$ cat config.mk
export PLATFORM = sky130hd
export DESIGN_NAME = varint_stream_enc
export DESIGN_NICKNAME = d
export VERILOG_FILES = /design/src/rtl/varint_stream_enc.sv
export SDC_FILE = /design/constraint.sdc
export NUM_CORES = 1
export LEC_CHECK = 0
export CORE_ASPECT_RATIO = 0.8
export CORE_MARGIN = 3
export CORE_UTILIZATION = 50
export DETAILED_ROUTE_END_ITERATION = 8
export GPL_ROUTABILITY_DRIVEN = 0
export PLACE_DENSITY = 0.77
export SYNTH_ARGS = -nofsm -noshare
export SYNTH_HDL_FRONTEND = slang
export SYNTH_SLANG_ARGS = --single-unit
$ cat constraint.sdc
create_clock -name clk -period 2.9 [get_ports clk]
set_clock_uncertainty 0.05 [all_clocks]
set_input_delay 0.435 -clock clk [delete_from_list [all_inputs] [get_ports clk]]
set_output_delay 0.435 -clock clk [all_outputs]
set_load 0.05 [all_outputs]
$ cat src/rtl/varint_stream_enc.sv
// Protobuf varint encoder: type pre-transform, then OUT_BYTES-lane valid/ready byte stream; `VARINT_STATS_EN adds counters.
// First beat one cycle after accept, back-to-back without bubbles; outputs hold while out_ready is low.
module varint_stream_enc #(
  parameter int OUT_BYTES = 1
) (
  input  logic                   clk,
  input  logic                   rst,
  input  logic                   in_valid,
  output logic                   in_ready,
  input  logic [63:0]            in_value,
  input  logic [4:0]             in_field_type,
  output logic                   out_valid,
  input  logic                   out_ready,
  output logic [8*OUT_BYTES-1:0] out_data,
  output logic [OUT_BYTES-1:0]   out_keep,
  output logic                   out_last
`ifdef VARINT_STATS_EN
  ,
  output logic [31:0]            stat_values,
  output logic [31:0]            stat_bytes
`endif
);

  localparam int MAX_BYTES = 10;

  if (OUT_BYTES < 1 || OUT_BYTES > MAX_BYTES) begin : g_bad_out_bytes
    $error("varint_stream_enc: OUT_BYTES must be in 1..10");
  end

  typedef enum logic {IDLE, EMIT} state_e;

  state_e                 state_q, state_d;
  logic [63:0]            v_q, v_d;
  logic [3:0]             nbytes_q, nbytes_d;
  logic [3:0]             beat_q, beat_d;
  logic [63:0]            xf_value;
  logic [3:0]             xf_len;
  logic [8*MAX_BYTES-1:0] enc_flat;
  logic                   last_beat;
  logic                   accept;

  always_comb begin
    case (in_field_type)
      5'd17:        xf_value = {32'd0, {in_value[30:0], 1'b0} ^ {32{in_value[31]}}};
      5'd18:        xf_value = {in_value[62:0], 1'b0} ^ {64{in_value[63]}};
      5'd5, 5'd14:  xf_value = {{32{in_value[31]}}, in_value[31:0]};
      5'd13:        xf_value = {32'd0, in_value[31:0]};
      default:      xf_value = in_value;
    endcase
    xf_len = 4'd1;
    for (int i = 1; i < MAX_BYTES; i++) begin
      if ((xf_value >> (7 * i)) != 64'd0) xf_len = 4'(i + 1);
    end
  end

  // Byte 9 only ever carries v[63]; the continuation bit is set on every byte but the final one.
  always_comb begin
    enc_flat = '0;
    for (int i = 0; i < MAX_BYTES - 1; i++) begin
      enc_flat[8*i +: 8] = {(4'(i) < (nbytes_q - 4'd1)), v_q[7*i +: 7]};
    end
    enc_flat[8*(MAX_BYTES-1) +: 8] = {7'd0, v_q[63]};
  end

  always_comb begin
    out_valid = (state_q == EMIT);
    last_beat = ((int'(beat_q) + 1) * OUT_BYTES) >= int'(nbytes_q);
    out_last  = out_valid & last_beat;
    out_data  = '0;
    out_keep  = '0;
    for (int j = 0; j < OUT_BYTES; j++) begin
      if (out_valid && (int'(beat_q) * OUT_BYTES + j) < int'(nbytes_q)) begin
        out_data[8*j +: 8] = 8'(enc_flat >> (8 * (int'(beat_q) * OUT_BYTES + j)));
        out_keep[j]        = 1'b1;
      end
    end
    in_ready = (state_q == IDLE) | (out_valid & out_ready & out_last);
    accept   = in_valid & in_ready;
  end

  always_comb begin
    state_d  = state_q;
    v_d      = v_q;
    nbytes_d = nbytes_q;
    beat_d   = beat_q;
    if (accept) begin
      state_d  = EMIT;
      v_d      = xf_value;
      nbytes_d = xf_len;
      beat_d   = 4'd0;
    end else if (out_valid && out_ready) begin
      if (out_last) begin
        state_d = IDLE;
        beat_d  = 4'd0;
      end else begin
        beat_d  = beat_q + 4'd1;
      end
    end
  end

  always_ff @(posedge clk or posedge rst) begin
    if (rst) begin
      state_q  <= IDLE;
      v_q      <= '0;
      nbytes_q <= 4'd1;
      beat_q   <= 4'd0;
    end else begin
      state_q  <= state_d;
      v_q      <= v_d;
      nbytes_q <= nbytes_d;
      beat_q   <= beat_d;
    end
  end

`ifdef VARINT_STATS_EN
  logic [31:0] stat_values_q, stat_values_d;
  logic [31:0] stat_bytes_q, stat_bytes_d;
  logic [32:0] bytes_sum;

  always_comb begin
    stat_values_d = stat_values_q;
    stat_bytes_d  = stat_bytes_q;
    bytes_sum     = {1'b0, stat_bytes_q} + 33'(xf_len);
    if (accept) begin
      if (stat_values_q != 32'hFFFF_FFFF) stat_values_d = stat_values_q + 32'd1;
      stat_bytes_d = bytes_sum[32] ? 32'hFFFF_FFFF : bytes_sum[31:0];
    end
  end

  always_ff @(posedge clk or posedge rst) begin
    if (rst) begin
      stat_values_q <= '0;
      stat_bytes_q  <= '0;
    end else begin
      stat_values_q <= stat_values_d;
      stat_bytes_q  <= stat_bytes_d;
    end
  end

  assign stat_values = stat_values_q;
  assign stat_bytes  = stat_bytes_q;
`endif

endmodule

# Yosys cells after proc, flatten, opt, wreduce, memory -nomap -nowiden
# Index checks and enable logic that the tools add are counted.
word_totals:
  ff_bits: 73
  wordCells: 64
  input_bits: 73
classes:
  reduce_logical: 14
  n_lt_le_gt_ge: 11
  n_shift: 1
  n_addsub: 3
  n_mux: 18
  n_bitwise: 8
  n_eq_ne: 5
op_table:
  columns: ["operator", "n"]
  rows:
  - ["64-bit nonzero test", 8]
  - ["64-bit case mux with 4 select lines", 1]
  - ["73-bit by 7-bit >> shifter with 8-bit output", 1]
  - ["64-bit bitwise XOR", 1]
  - ["4-bit 2-to-1 mux", 9]
  - ["32-bit bitwise XOR", 1]
  - ["3-bit by 4-bit less-than comparator with 1-bit output (first input constant)", 4]
  - ["5-bit by 4-bit == test with 1-bit output (second input constant)", 2]
  - ["5-bit == test (second input constant)", 2]
  - ["1-bit by 4-bit less-than comparator with 1-bit output (first input constant)", 2]
  - ["2-bit by 4-bit less-than comparator with 1-bit output (first input constant)", 2]
  - ["8-bit 2-to-1 mux", 1]
  - ["4-bit by 1-bit adder with 5-bit output (second input constant)", 1]
  - ["5-bit by 3-bit == test with 1-bit output (second input constant)", 1]
  - ["5-bit by 4-bit greater-or-equal comparator with 1-bit output", 1]
  - ["4-bit by 1-bit adder with 4-bit output (second input constant)", 1]
  - ["1-bit bitwise AND", 4]
  - ["4-bit less-than comparator", 1]
  - ["4-bit less-than comparator (first input constant)", 1]
  - ["1-bit 2-to-1 mux", 4]
  - ["2-bit 2-to-1 mux", 2]
  - ["2-bit nonzero test", 2]
  - ["4-bit by 1-bit subtractor with 4-bit output (second input constant)", 1]
  - ["3-bit 2-to-1 mux", 1]
  - ["other kinds (5)", 6]

# Logic depth before layout (Yosys ltp)
logic_depth:
  depth_word: 13
  depth_mapped: 12
  mapped_depth_nobuf: 9

# Worst setup path after synthesis
# No wires, ideal clock.
synth_path:
  kind: "register to output"
  from: "register beat_q[0]"
  to: "output out_last"
  path_slack_ns: 0.011
  t_arrival_ns: 2.404
  stages_incl_launch_ff: 9
  cell_sequence: "dfrtp_1 -> clkbuf_1 -> buf_1 -> inv_1 -> ha_1 -> a21boi_0 -> o21a_1 -> o21ai_0 -> a21oi_1"
synth_between:
  elab_chain_len: 3
synth_lines:
  columns: ["item", "line", "text"]
  rows:
  - ["start, declared", "35", "logic [3:0] beat_q, beat_d;"]
  - ["start signal, assigned", "111", "beat_q <= beat_d;"]
  - ["4-bit by 1-bit adder with 5-bit output", "67", "last_beat = ((int'(beat_q) + 1) * OUT_BYTES) >= int'(nbytes_q);"]
  - ["5-bit by 4-bit greater-or-equal comparator with 1-bit output", "67", null]
  - ["1-bit bitwise AND", "68", "out_last = out_valid & last_beat;"]
  - ["end, declared", "16", "output logic out_last"]
# Every way passes these cells.

# Final worst setup path
layout_path:
  from: "register nbytes_q[0]"
  to: "output out_data[7]"
layout_between:
  elab_chain_len: 4
  word_cells_on_any_way: 14
layout_lines:
  columns: ["item", "line", "text"]
  rows:
  - ["start, declared", "34", "logic [3:0] nbytes_q, nbytes_d;"]
  - ["start signal, assigned", "110", "nbytes_q <= nbytes_d;"]
  - ["4-bit by 1-bit subtractor with 4-bit output", "60", "enc_flat[8*i +: 8] = {(4'(i) < (nbytes_q - 4'd1)), v_q[7*i +: 7]};"]
  - ["1-bit by 4-bit less-than comparator with 1-bit output, or another cell as far along", "60", null]
  - ["73-bit by 7-bit >> shifter with 8-bit output", "73", "out_data[8*j +: 8] = 8'(enc_flat >> (8 * (int'(beat_q) * OUT_BYTES + j)));"]
  - ["8-bit 2-to-1 mux (*)", "72", "if (out_valid && (int'(beat_q) * OUT_BYTES + j) < int'(nbytes_q)) begin"]
  - ["end, declared", "14", "output logic [8*OUT_BYTES-1:0] out_data,"]
# Every way passes the cells marked *; elsewhere a longest branch is shown, timed or not.

==> impl_metrics.env <==
export IMPL_synth_ff_latch_count=73
export IMPL_synth_async_sr_flop_share=1.00
export IMPL_cell_types_occupying_the_most_area_after_synthesis="sky130_fd_sc_hd__dfrtp_1 31%, sky130_fd_sc_hd__xnor2_1 7.4%, sky130_fd_sc_hd__a221oi_1 5.8%"
export IMPL_power_combinational_fraction=0.566
export IMPL_biggest_cell_delay_along_the_critical_path_ns=0.56
export IMPL_coreArea_sq_um=11200
export IMPL_routed_via_density=6.57
export IMPL_routed_via_count=6101
export IMPL_post_route_drc_violation_count=0
export IMPL_critical_path_top_delay_family="compound AO/OA/AOI/OAI gates"
export IMPL_placement_cell_area_sq_um=7210
export IMPL_power_clock_fraction=0.177
export IMPL_synth_top_family_by_area="compound AO/OA/AOI/OAI gates"
export IMPL_hold_viol=0
export IMPL_detailedRoute_firstPassIterationCount=5
export IMPL_grt_pass1_wl_microns=29100
export IMPL_slew_headroom=0.544
export IMPL_path_cells="inv_1, ha_2, nor2_1, a21oi_2, o21ai_0, a311oi_1, o22a_1, nor2_2, buf_12"
export IMPL_detail_route_wl_per_cell_microns=19.8
export IMPL_grt_use_met1=0.397
export IMPL_synth_ff_type="sky130_fd_sc_hd__dfrtp_1"
export IMPL_timing_critical_path_from_type="flop"
export IMPL_grt_util_met3=0.0606
export IMPL_p_switching_mw=2.88
export IMPL_r2r_setup_slack_ns=0.25
export IMPL_hold_path_depth=2
export IMPL_grt_pass1_vias=5656
export IMPL_setup_total_negative_slack_ns=0
export IMPL_antenna_found_initial=0
export IMPL_seqPwrFrac=0.257
export IMPL_cts_inserted_buffers=9
export IMPL_placed_wire_length_estimate_microns=13800
export IMPL_cts_hold_buf=0
export IMPL_synth_area_per_cell_sq_um=8.51
export IMPL_fp_dieW_microns=127
export IMPL_area_of_the_multi_input_gates_sq_um=3770
export IMPL_grt_setup_unrepaired="yes"
export IMPL_worst_skew_pair_later_pin_latency_ns=0.33
export IMPL_synth_seq_area_share=0.311
export IMPL_synth_compound_area_frac=0.253
export IMPL_worst_r2r_cell_count=9
export IMPL_timing_critical_path_to_type="primary output"
export IMPL_setup_worst_path_class="reg -> out"
export IMPL_die_h_microns=103
export IMPL_count_of_filler_cells_inserted_in_the_layout=850
export IMPL_static_leakage_power_nw=3.08
export IMPL_ratio_of_cells_with_drive_above_1_in_the_final_layout=0.158
export IMPL_initial_core_util=0.526
export IMPL_finalSetupViolCount=0
export IMPL_finalNetCount=864
export IMPL_synthSimpleGateAreaFrac=0.173
export IMPL_grt_start_max_net_pins=69
export IMPL_internal_power_mw=4.08
export IMPL_ys_warnings_count=0
export IMPL_switch_share=0.414
export IMPL_place_port_buffers=84
export IMPL_full_die_area_sq_um=13100
export IMPL_cp_num_buf_inv=2
export IMPL_top_usage_layer="met2"
export IMPL_tritoncts="built"
export IMPL_cts_root_buffer="sky130_fd_sc_hd__clkbuf_16"
export IMPL_final_antenna_net_count=0
export IMPL_period_share=0.986
export IMPL_synth_edff_count=0
export IMPL_cts_sinks=73
export IMPL_powerDensity_nw_per_um2=913
export IMPL_synthAdderAreaFrac=0.0234
export IMPL_worst_slew_pin_slew_ns=0.683
export IMPL_crit_reg2reg_capture="nbytes_q[0]$_DFFE_PP1P_"
export IMPL_hold_path_class="reg -> reg"
export IMPL_parity_gate_share_of_the_synthesized_area_counting_xor_and_xnor_cells=0.113
export IMPL_clk_transition_reported_paths_ns=0.06
export IMPL_num_antenna_cells=0
export IMPL_synth_top_cells_by_count="72 x sky130_fd_sc_hd__dfrtp_1, 69 x sky130_fd_sc_hd__nor2_1, 68 x sky130_fd_sc_hd__nand2_1, 50 x sky130_fd_sc_hd__o21ai_0, 50 x sky130_fd_sc_hd__xnor2_1"
export IMPL_worst_hold_startpoint="v_q[62]$_DFFE_PP0P_"
export IMPL_cell_area_after_synthesis_sq_um=5890
export IMPL_drtIter0Drc=710
export IMPL_timing_critical_path_depth=9
export IMPL_yosysUniqueCellTypes=66
export IMPL_final_cell_area_sq_um=7630
export IMPL_layout_min_cycle_time_ns=2.86
export IMPL_syn_num_nets=776
export IMPL_post_synth_top_count_cell="sky130_fd_sc_hd__dfrtp_1"
export IMPL_final_max_slew_viol_count=0
export IMPL_ioPinCount=85
export IMPL_syn_inst=692
export IMPL_synth_top_cell_area_share=0.306
export IMPL_rows=34
export IMPL_hold_ws_ns=0.434
export IMPL_cts_root_to_sink_buffers=2
export IMPL_cp_max_fo=4
export IMPL_status="finished clean"
export IMPL_crit_arrival_ns=2.38
export IMPL_reg2reg_from="beat_q[0]$_DFFE_PP0P_"
export IMPL_critical_path_slowest_cell="sky130_fd_sc_hd__dfstp_2"
export IMPL_post_synth_mux_area_share=0.0691
export IMPL_vdd_ir_drop_worst_mv=0.737
export IMPL_grt_met2_usage=0.431
export IMPL_regArea_sq_um=1830
export IMPL_timing_fmax_mhz=350
export IMPL_worst_endpoint_required_ns=2.41
export IMPL_cap_viol_max_count=0
export IMPL_netlist_top_cell_by_area="sky130_fd_sc_hd__dfrtp_1"
export IMPL_worst_hold_path_endpoint="v_q[62]$_DFFE_PP0P_"
export IMPL_drt_wl_total_microns=18400
export IMPL_area_growth_syn_to_layout_pct=29.6
export IMPL_gr_usage_all_layers=0.280
export IMPL_gr_total_overflow=0
export IMPL_htreeDepth=3
==> power by group through the flow <==
stage	Clock, mW	Combinational (mW)	Sequential [mW]
finish	1.23	3.94	1.79
global route	1.29	4.23	1.84
CTS	1.25	3.82	1.78
detailed placement	0	3.75	1.79
global placement	0	3.63	1.76
floorplan	0	2.36	1.67
==> through the flow <==
step	instances	utilization	worst slack, ns	power, mW
finish	929	0.682	0.0397	6.96
detailed placement	910	0.644	-0.109	5.54
global placement	910	0.644	0.0515	5.40
CTS	927	0.677	0.0246	6.85
global route	929	0.682	-0.0387	7.36
floorplan	692	-	0.0107	4.03
==> layout by cell type, fill, tap and decap left out, drive strengths merged, types with 13 or more instances in the layout <==
master	netlist	final
nor2	70	70
o21ai	54	54
dfrtp	72	72
nor3	15	15
a221oi	39	39
inv	12	13
nand2	68	68
a21oi	31	31
o22ai	26	26
nand3	14	14
mux4	14	14
xnor2	50	50
buf	31	69
xor2	26	26
clkdlybuf4s50	0	72
==> area by class of cell <==
cell class              instances  area share
clock buffers                  11      0.0331
multi-input cells             543       0.494
inverters                      12     0.00590
clock inverters                 5      0.0113
well taps                     144      0.0236
flip-flops and latches         73       0.240
repair buffers                141       0.193
==> how the worst max path moves through the flow <==
stage	slack, ns	from	endpoint
2_1_floorplan	0.01	beat_q[0]$_DFFE_PP0P_	out_last
3_3_place_gp	0.05	in_field_type[0]	nbytes_q[0]$_DFFE_PP1P_
3_5_place_dp	-0.11	in_field_type[0]	nbytes_q[0]$_DFFE_PP1P_
4_1_cts	0.02	beat_q[1]$_DFFE_PP0P_	out_data[5]
5_1_grt	-0.04	beat_q[0]$_DFFE_PP0P_	in_ready
6_report	0.04	nbytes_q[0]$_DFFE_PP1P_	out_data[7]
==> worst reg2reg max path, cell delays in order (launching register included) <==
cell	delay (ns)
sky130_fd_sc_hd__dfrtp_1	0.41
sky130_fd_sc_hd__ha_1	0.34
sky130_fd_sc_hd__ha_1	0.28
sky130_fd_sc_hd__a21boi_1	0.14
sky130_fd_sc_hd__o21a_1	0.20
sky130_fd_sc_hd__o21a_1	0.22
sky130_fd_sc_hd__o21a_1	0.25
sky130_fd_sc_hd__nand3_1	0.10
sky130_fd_sc_hd__and2b_1	0.22
sky130_fd_sc_hd__a311o_1	0.37
==> sequential cells by signal, indices dropped and copies added, names as in the netlist <==
signal / flops
nbytes_q: 4
v_q: 64
out_valid: 1
beat_q: 4
==> cell families (layout without fill, tap and decap cells) <==
family	after synthesis	after routing
AND/OR/NAND/NOR	214	214
XOR/XNOR	76	76
flip-flops	73	73
buffers and inverters	76	169
AO/OA/AOI/OAI	219	219
multiplexers	23	23
adder cells (fa/ha/maj)	11	11
==> routing by layer <==
layer,vias to the layer above,share of wire
li1,2756,-
met1,2923,0.42
met2,379,0.44
met3,43,0.11
met4,0,0.021
met5,-,0
==> timing repair <==
action,4_1_cts,5_1_grt
pin swaps,1,3
gates cloned,0,0
endpoints found under the hold margin,0,0
resized for setup,7,12
setup buffers,1,2
endpoints found under the setup margin,9,10
Power figures use the tool's default switching activity.
==> RTL change 1, RTL diff (same flow settings) <==
Set the localparam `MAX_BYTES` to 11 (it was 10).
--- a/src/rtl/varint_stream_enc.sv
+++ b/src/rtl/varint_stream_enc.sv
@@ -22,5 +22,5 @@
 );
 
-  localparam int MAX_BYTES = 10;
+  localparam int MAX_BYTES = 11;
 
   if (OUT_BYTES < 1 || OUT_BYTES > MAX_BYTES) begin : g_bad_out_bytes
Formal check against the unedited RTL: same outputs for any inputs over 4 cycles, from zero or initial values and one cycle with rst high; that may be too few to reach the edited logic, so the function may still have changed.
==> RTL change 1 against the original RTL <==
The flow now finishes with violations (negative setup slack). Total power decreased by 0.19%. Worst setup slack got worse by 0.076 ns. First-iteration DRC count increased by 8.2%. Synthesized cell count decreased by 1.9%. Fmax decreased by 2.6%. Utilization increased by 3.2 points. Sequential cell count unchanged. Routed wire length increased by 2.1%. Synthesized area decreased by 0.57%. Design area increased by 4.3%. Global-route usage increased by 0.55 points. Critical path type unchanged. Largest cell class unchanged.
==> RTL change 1: results (changes against the original RTL) <==
GRT
  – Wire length of the first global-routing pass: 29.6 mm (was 29.1 mm)
  – Largest net degree at the start of global routing: 74 (was 69)
  – Met1 Resource Use GR: 0.420 (was 0.397)
  – Vias in the first global route: 5652 (was 5656)
  – Initial antenna violation count: 0 (unchanged)
  – Grt met2 use: 0.457 (was 0.431)
  – M3 GR Usage: 0.0399 (was 0.0606)
  – GR Util All Layers: 0.286 (was 0.280)

Setup path
  – Critical path arrival: 2.45 ns (was 2.38 ns)
  – R2R setup slack: 0.14 ns (was 0.25 ns)
  – Critical path's largest stage delay: 0.60 ns (was 0.56 ns)
  – Critical path's top delay family: flip-flops (was compound AO/OA/AOI/OAI gates)
  – CP Max Fanout: 5 (was 4)

Detailed routing
  – Top layer in use: met4 (unchanged)
  – Routed met3 length: 1.66 mm (was 2.06 mm)
  – DR iter-0 viols: 768 (was 710)
  – Met2 wire length: 8.48 mm (was 8.13 mm)
  – Via total after detailed routing: 6100 (was 6101)
  – M1 wire length: 8.31 mm (was 7.81 mm)
  – Total routed wirelength: 18.8 mm (was 18.4 mm)
  – DR pass1 iterations: 7 (was 5)
  – Drc violations: 0 (unchanged)

Timing
  – Setup TNS: -0.0363 ns (was 0 ns)
  – Fin. max-slew vios: 0 (unchanged)
  – Final setup vio count: 1 (was 0)
  – Worst Tran Pin Value: 0.576 ns (was 0.683 ns)
  – Worst setup margin: -0.0363 ns (was 0.0397 ns)

Yosys
  – Syn_nets: 763 (was 776)
  – Synth warn: 0 (unchanged)
  – Sequential area share after synthesis: 0.312 (was 0.311)
  – Asr flop ratio synth: 1.00 (unchanged)
  – Synth cell types: 69 (was 66)
  – Commonest cells in the netlist: 86 x nand2_1, 72 x dfrtp_1, 69 x o21ai_0 (was 72 x dfrtp_1, 69 x nor2_1, 68 x nand2_1)
  – Top FF cell, synth: dfrtp_1 (unchanged)
  – Main area contributors after synthesis: dfrtp_1 31%, xor2_1 6.7%, o21ai_0 5.9%, a221oi_1 5.5%, nand2_1 5.5% (was dfrtp_1 31%, xnor2_1 7.4%, a221oi_1 5.8%, mux4_2 5.4%, nor2_1 4.4%)

Layout
  – Final net count: 890 (was 864)
  – Largest regs: v_q x64, beat_q x4, nbytes_q x4 (unchanged)
  – Proportion of layout cells with a drive suffix above 1: 0.217 (was 0.158)

Outcome
  – Status: finished, violations left (was completed)
  – Failing checks: negative setup slack

CTS
  – CTS Buf Count: 9 (unchanged)
  – Clock slew at reported path FFs: 0.06 ns (about the same)
  – CTS root buf: clkbuf_16 (unchanged)
  – Max Buffers Root-to-Sink: 2 (unchanged)
  – Clk Latency, worst-skew pair: 0.33 ns (about the same)

Pwr
  – Leakage Power: 0.00334 uW (was 0.00308 uW)
  – Pwr per Cell Area: 873 mW/mm^2 (was 913 mW/mm^2)
  – Peak supply drop: 710 uV (was 737 uV)

Placement
  – DP Worst Slack: -0.322 ns (was -0.109 ns)
  – Post-DP HPWL: 14.0 mm (was 13.8 mm)

Hold path
  – Hold-critical path depth: 2 (unchanged)
[RTL change 1: layout make-up]
class	instances	area, sq um
multi-input combinational	535	3860
fill	824	3190
sequential	73	1830
timing repair buffer	173	1690
clock buffer	11	253
tap	144	180
clock inverter	5	85.1
inverter	14	52.6
antenna	1	2.50
[RTL change 1: logic make-up after synthesis]
kind of cell,Yosys count,share of synthesized area
xor+xnor,76,0.114
fa+ha+maj,11,0.0235
mux,25,0.0746
flops,73,0.312
compound gates,216,0.248
buf+inv,71,0.0494
simple gates,207,0.179
[RTL change 1: stage by stage]
step / hold WS, ns / utilization / instance area (sq um) / instances
2_1_floorplan: 0.395 / - / 5860 / 679
3_3_place_gp: 0.409 / 0.667 / 7430 / 933
3_5_place_dp: 0.416 / 0.667 / 7430 / 933
4_1_cts: 0.432 / 0.699 / 7790 / 949
5_1_grt: 0.444 / 0.714 / 7960 / 955
6_report: 0.427 / 0.714 / 7960 / 956
[RTL change 1: what timing repair did]
item,CTS,global route
setup endpoints to repair,9,28
gates resized for setup,5,29
setup buffers,0,6
hold buffers,0,0
pin swaps,1,10
[RTL change 1: power breakdown]
part	internal, uW	total, uW	switching [uW]
Combinational	1840	3960	2120
Sequential	1460	1760	292
Clock	806	1240	431
[RTL change 1: final timing paths]
path,from,end
setup / recovery,nbytes_q[0]$_DFFE_PP1P_,out_data[7]
hold / removal,v_q[25]$_DFFE_PP0P_,v_q[25]$_DFFE_PP0P_
setup reg to reg,beat_q[1]$_DFFE_PP0P_,nbytes_q[1]$_DFFE_PP0P_
hold reg to reg,v_q[25]$_DFFE_PP0P_,v_q[25]$_DFFE_PP0P_
max in group asynchronous,rst,nbytes_q[0]$_DFFE_PP1P_
min in group asynchronous,rst,v_q[12]$_DFFE_PP0P_
==> RTL change 2, RTL diff (config.mk and constraints unchanged) <==
Without the edit above. Take the reset off `v_q` and load it in a clocked block of its own.
--- a/src/rtl/varint_stream_enc.sv
+++ b/src/rtl/varint_stream_enc.sv
@@ -102,13 +102,15 @@
     if (rst) begin
       state_q  <= IDLE;
-      v_q      <= '0;
       nbytes_q <= 4'd1;
       beat_q   <= 4'd0;
     end else begin
       state_q  <= state_d;
-      v_q      <= v_d;
       nbytes_q <= nbytes_d;
       beat_q   <= beat_d;
     end
+  end
+
+  always_ff @(posedge clk) begin
+    v_q <= v_d;
   end
 
Check against the original RTL: same outputs for any inputs over 4 cycles, from zero or initial values and one cycle with rst high; that may be too few to reach the edited logic, so the function may still have changed.
==> RTL change 2 against the original RTL <==
The flow now finishes with violations (negative setup slack). Register-to-register slack got worse by 0.19 ns. Worst setup slack got worse by 0.056 ns. Design area decreased by 4.6%. Total power decreased by 4.7%. Synthesized cell count decreased by 29%. Routed wire length decreased by 12%. First-iteration DRC count decreased by 18%. Sequential cell count unchanged. Synthesized area decreased by 11%. Largest power group unchanged.
==> RTL change 2: results (changes against the original RTL) <==
Outcome
  – Status: finished, violations left (was completed)
  – Failing checks: negative setup slack

Timing
  – Final setup vio count: 1 (was 0)
  – Worst setup margin: -0.0164 ns (was 0.0397 ns)

Yosys
  – Top FF cell, synth: edfxtp_1 (was dfrtp_1)
  – Synth cell types: 61 (was 66)
  – Commonest cells in the netlist: 64 x edfxtp_1, 49 x a221o_1, 45 x nor2_1 (was 72 x dfrtp_1, 69 x nor2_1, 68 x nand2_1)
  – Syn_nets: 576 (was 776)
  – Main area contributors after synthesis: edfxtp_1 37%, a221o_1 9.4%, mux4_2 6.0%, xor2_1 5.5%, dfrtp_1 3.8% (was dfrtp_1 31%, xnor2_1 7.4%, a221oi_1 5.8%, mux4_2 5.4%, nor2_1 4.4%)
  – Synth Instances: 492 (was 692)
  – Asr flop ratio synth: 0.123 (was 1.00)
  – Sequential area share after synthesis: 0.411 (was 0.311)

Setup path
  – Reg-to-reg endpoint: nbytes_q[1]$_DFFE_PP0P_ (was nbytes_q[0]$_DFFE_PP1P_)
  – Critical path's largest stage delay: 0.44 ns (was 0.56 ns)
  – CP max stage cell: dfrtp_2 (was dfstp_2)
  – CP Max Fanout: 2 (was 4)
  – Reg2reg path depth: 12 (was 9)
  – Setup crit start: beat_q[0]$_DFFE_PP0P_ (was nbytes_q[0]$_DFFE_PP1P_)
  – Critical path arrival: 2.43 ns (was 2.38 ns)
  – Worst setup path endpoint: out_last (was out_data[7])

Hold path
  – Min-Delay Path Class: input pin to async pin (was flip-flop to flip-flop)

Placement
  – Post-DP HPWL: 11.6 mm (was 13.8 mm)
  – Placed cell area: 0.00672 sq mm (was 0.00721 sq mm)

CTS
  – Postcts setup bufs: 3 (was 1)
  – Post_cts resized: 11 (was 7)

GRT
  – M3 GR Usage: 0.0477 (was 0.0606)
  – Largest net degree at the start of global routing: 44 (was 69)
  – Vias in the first global route: 4611 (was 5656)
  – Grt met2 use: 0.423 (was 0.431)
  – Met1 Resource Use GR: 0.386 (was 0.397)
  – GR Util All Layers: 0.270 (was 0.280)
  – Wire length of the first global-routing pass: 24.7 mm (was 29.1 mm)

Detailed routing
  – Routed met3 length: 1.59 mm (was 2.06 mm)
  – DR iter-0 viols: 579 (was 710)
  – M1 wire length: 6.66 mm (was 7.81 mm)
  – Met2 wire length: 7.66 mm (was 8.13 mm)
  – Via total after detailed routing: 4967 (was 6101)

Layout
  – Proportion of layout cells with a drive suffix above 1: 0.244 (was 0.158)
  – Final net count: 714 (was 864)
  – Final non-filler cell total: 771 (was 929)

Pwr
  – Internal Power: 4000 uW (was 4080 uW)
  – Leakage Power: 0.00273 uW (was 0.00308 uW)
  – Peak supply drop: 494 uV (was 737 uV)
-- RTL change 2: worst min-delay path by stage --
stage	to	slack (ns)	start
finish	beat_q[3]$_DFFE_PP0P_	0.36	rst
global route	nbytes_q[1]$_DFFE_PP0P_	0.39	rst
CTS	out_valid$_DFFE_PP0P_	0.37	rst
detailed placement	nbytes_q[1]$_DFFE_PP0P_	0.49	nbytes_q[1]$_DFFE_PP0P_
global placement	nbytes_q[1]$_DFFE_PP0P_	0.49	nbytes_q[1]$_DFFE_PP0P_
floorplan	beat_q[0]$_DFFE_PP0P_	0.21	rst
-- RTL change 2: kinds of logic after synthesis --
kind of cell,share of synthesized area
AO/OA/AOI/OAI,0.225
AND/OR/NAND/NOR,0.140
flip-flops,0.411
buffers and inverters,0.0424
XOR/XNOR,0.0772
multiplexers,0.0779
adder cells (fa/ha/maj),0.0264
-- RTL change 2: cell type report --
class | count | area [sq um]
flip-flops and latches | 73 | 2150
multi-input cells | 367 | 2990
well taps | 136 | 170
repair buffers | 165 | 1600
inverters | 14 | 56.3
fillers | 663 | 2610
clock buffers | 10 | 229
clock inverters | 6 | 82.6
-- RTL change 2: power by group through the flow --
stage	registers [uW]	clock network (uW)	logic, uW
after floorplan	1630	0	2040
after global placement	1630	0	3270
after detailed placement	1650	0	3340
after CTS	1660	1160	3530
after global routing	1680	1230	4010
final	1660	1170	3810
-- RTL change 2: through the flow --
step | setup TNS (ns) | util | hold slack [ns] | setup slack, ns
after floorplan | -13.27 | - | 0.212 | -0.396
after detailed placement | -0.534 | 0.679 | 0.492 | -0.237
after CTS | 0 | 0.718 | 0.371 | 0.0230
final | -0.0164 | 0.736 | 0.362 | -0.0164
after global routing | -0.436 | 0.736 | 0.394 | -0.109
after global placement | -0.329 | 0.679 | 0.486 | -0.148
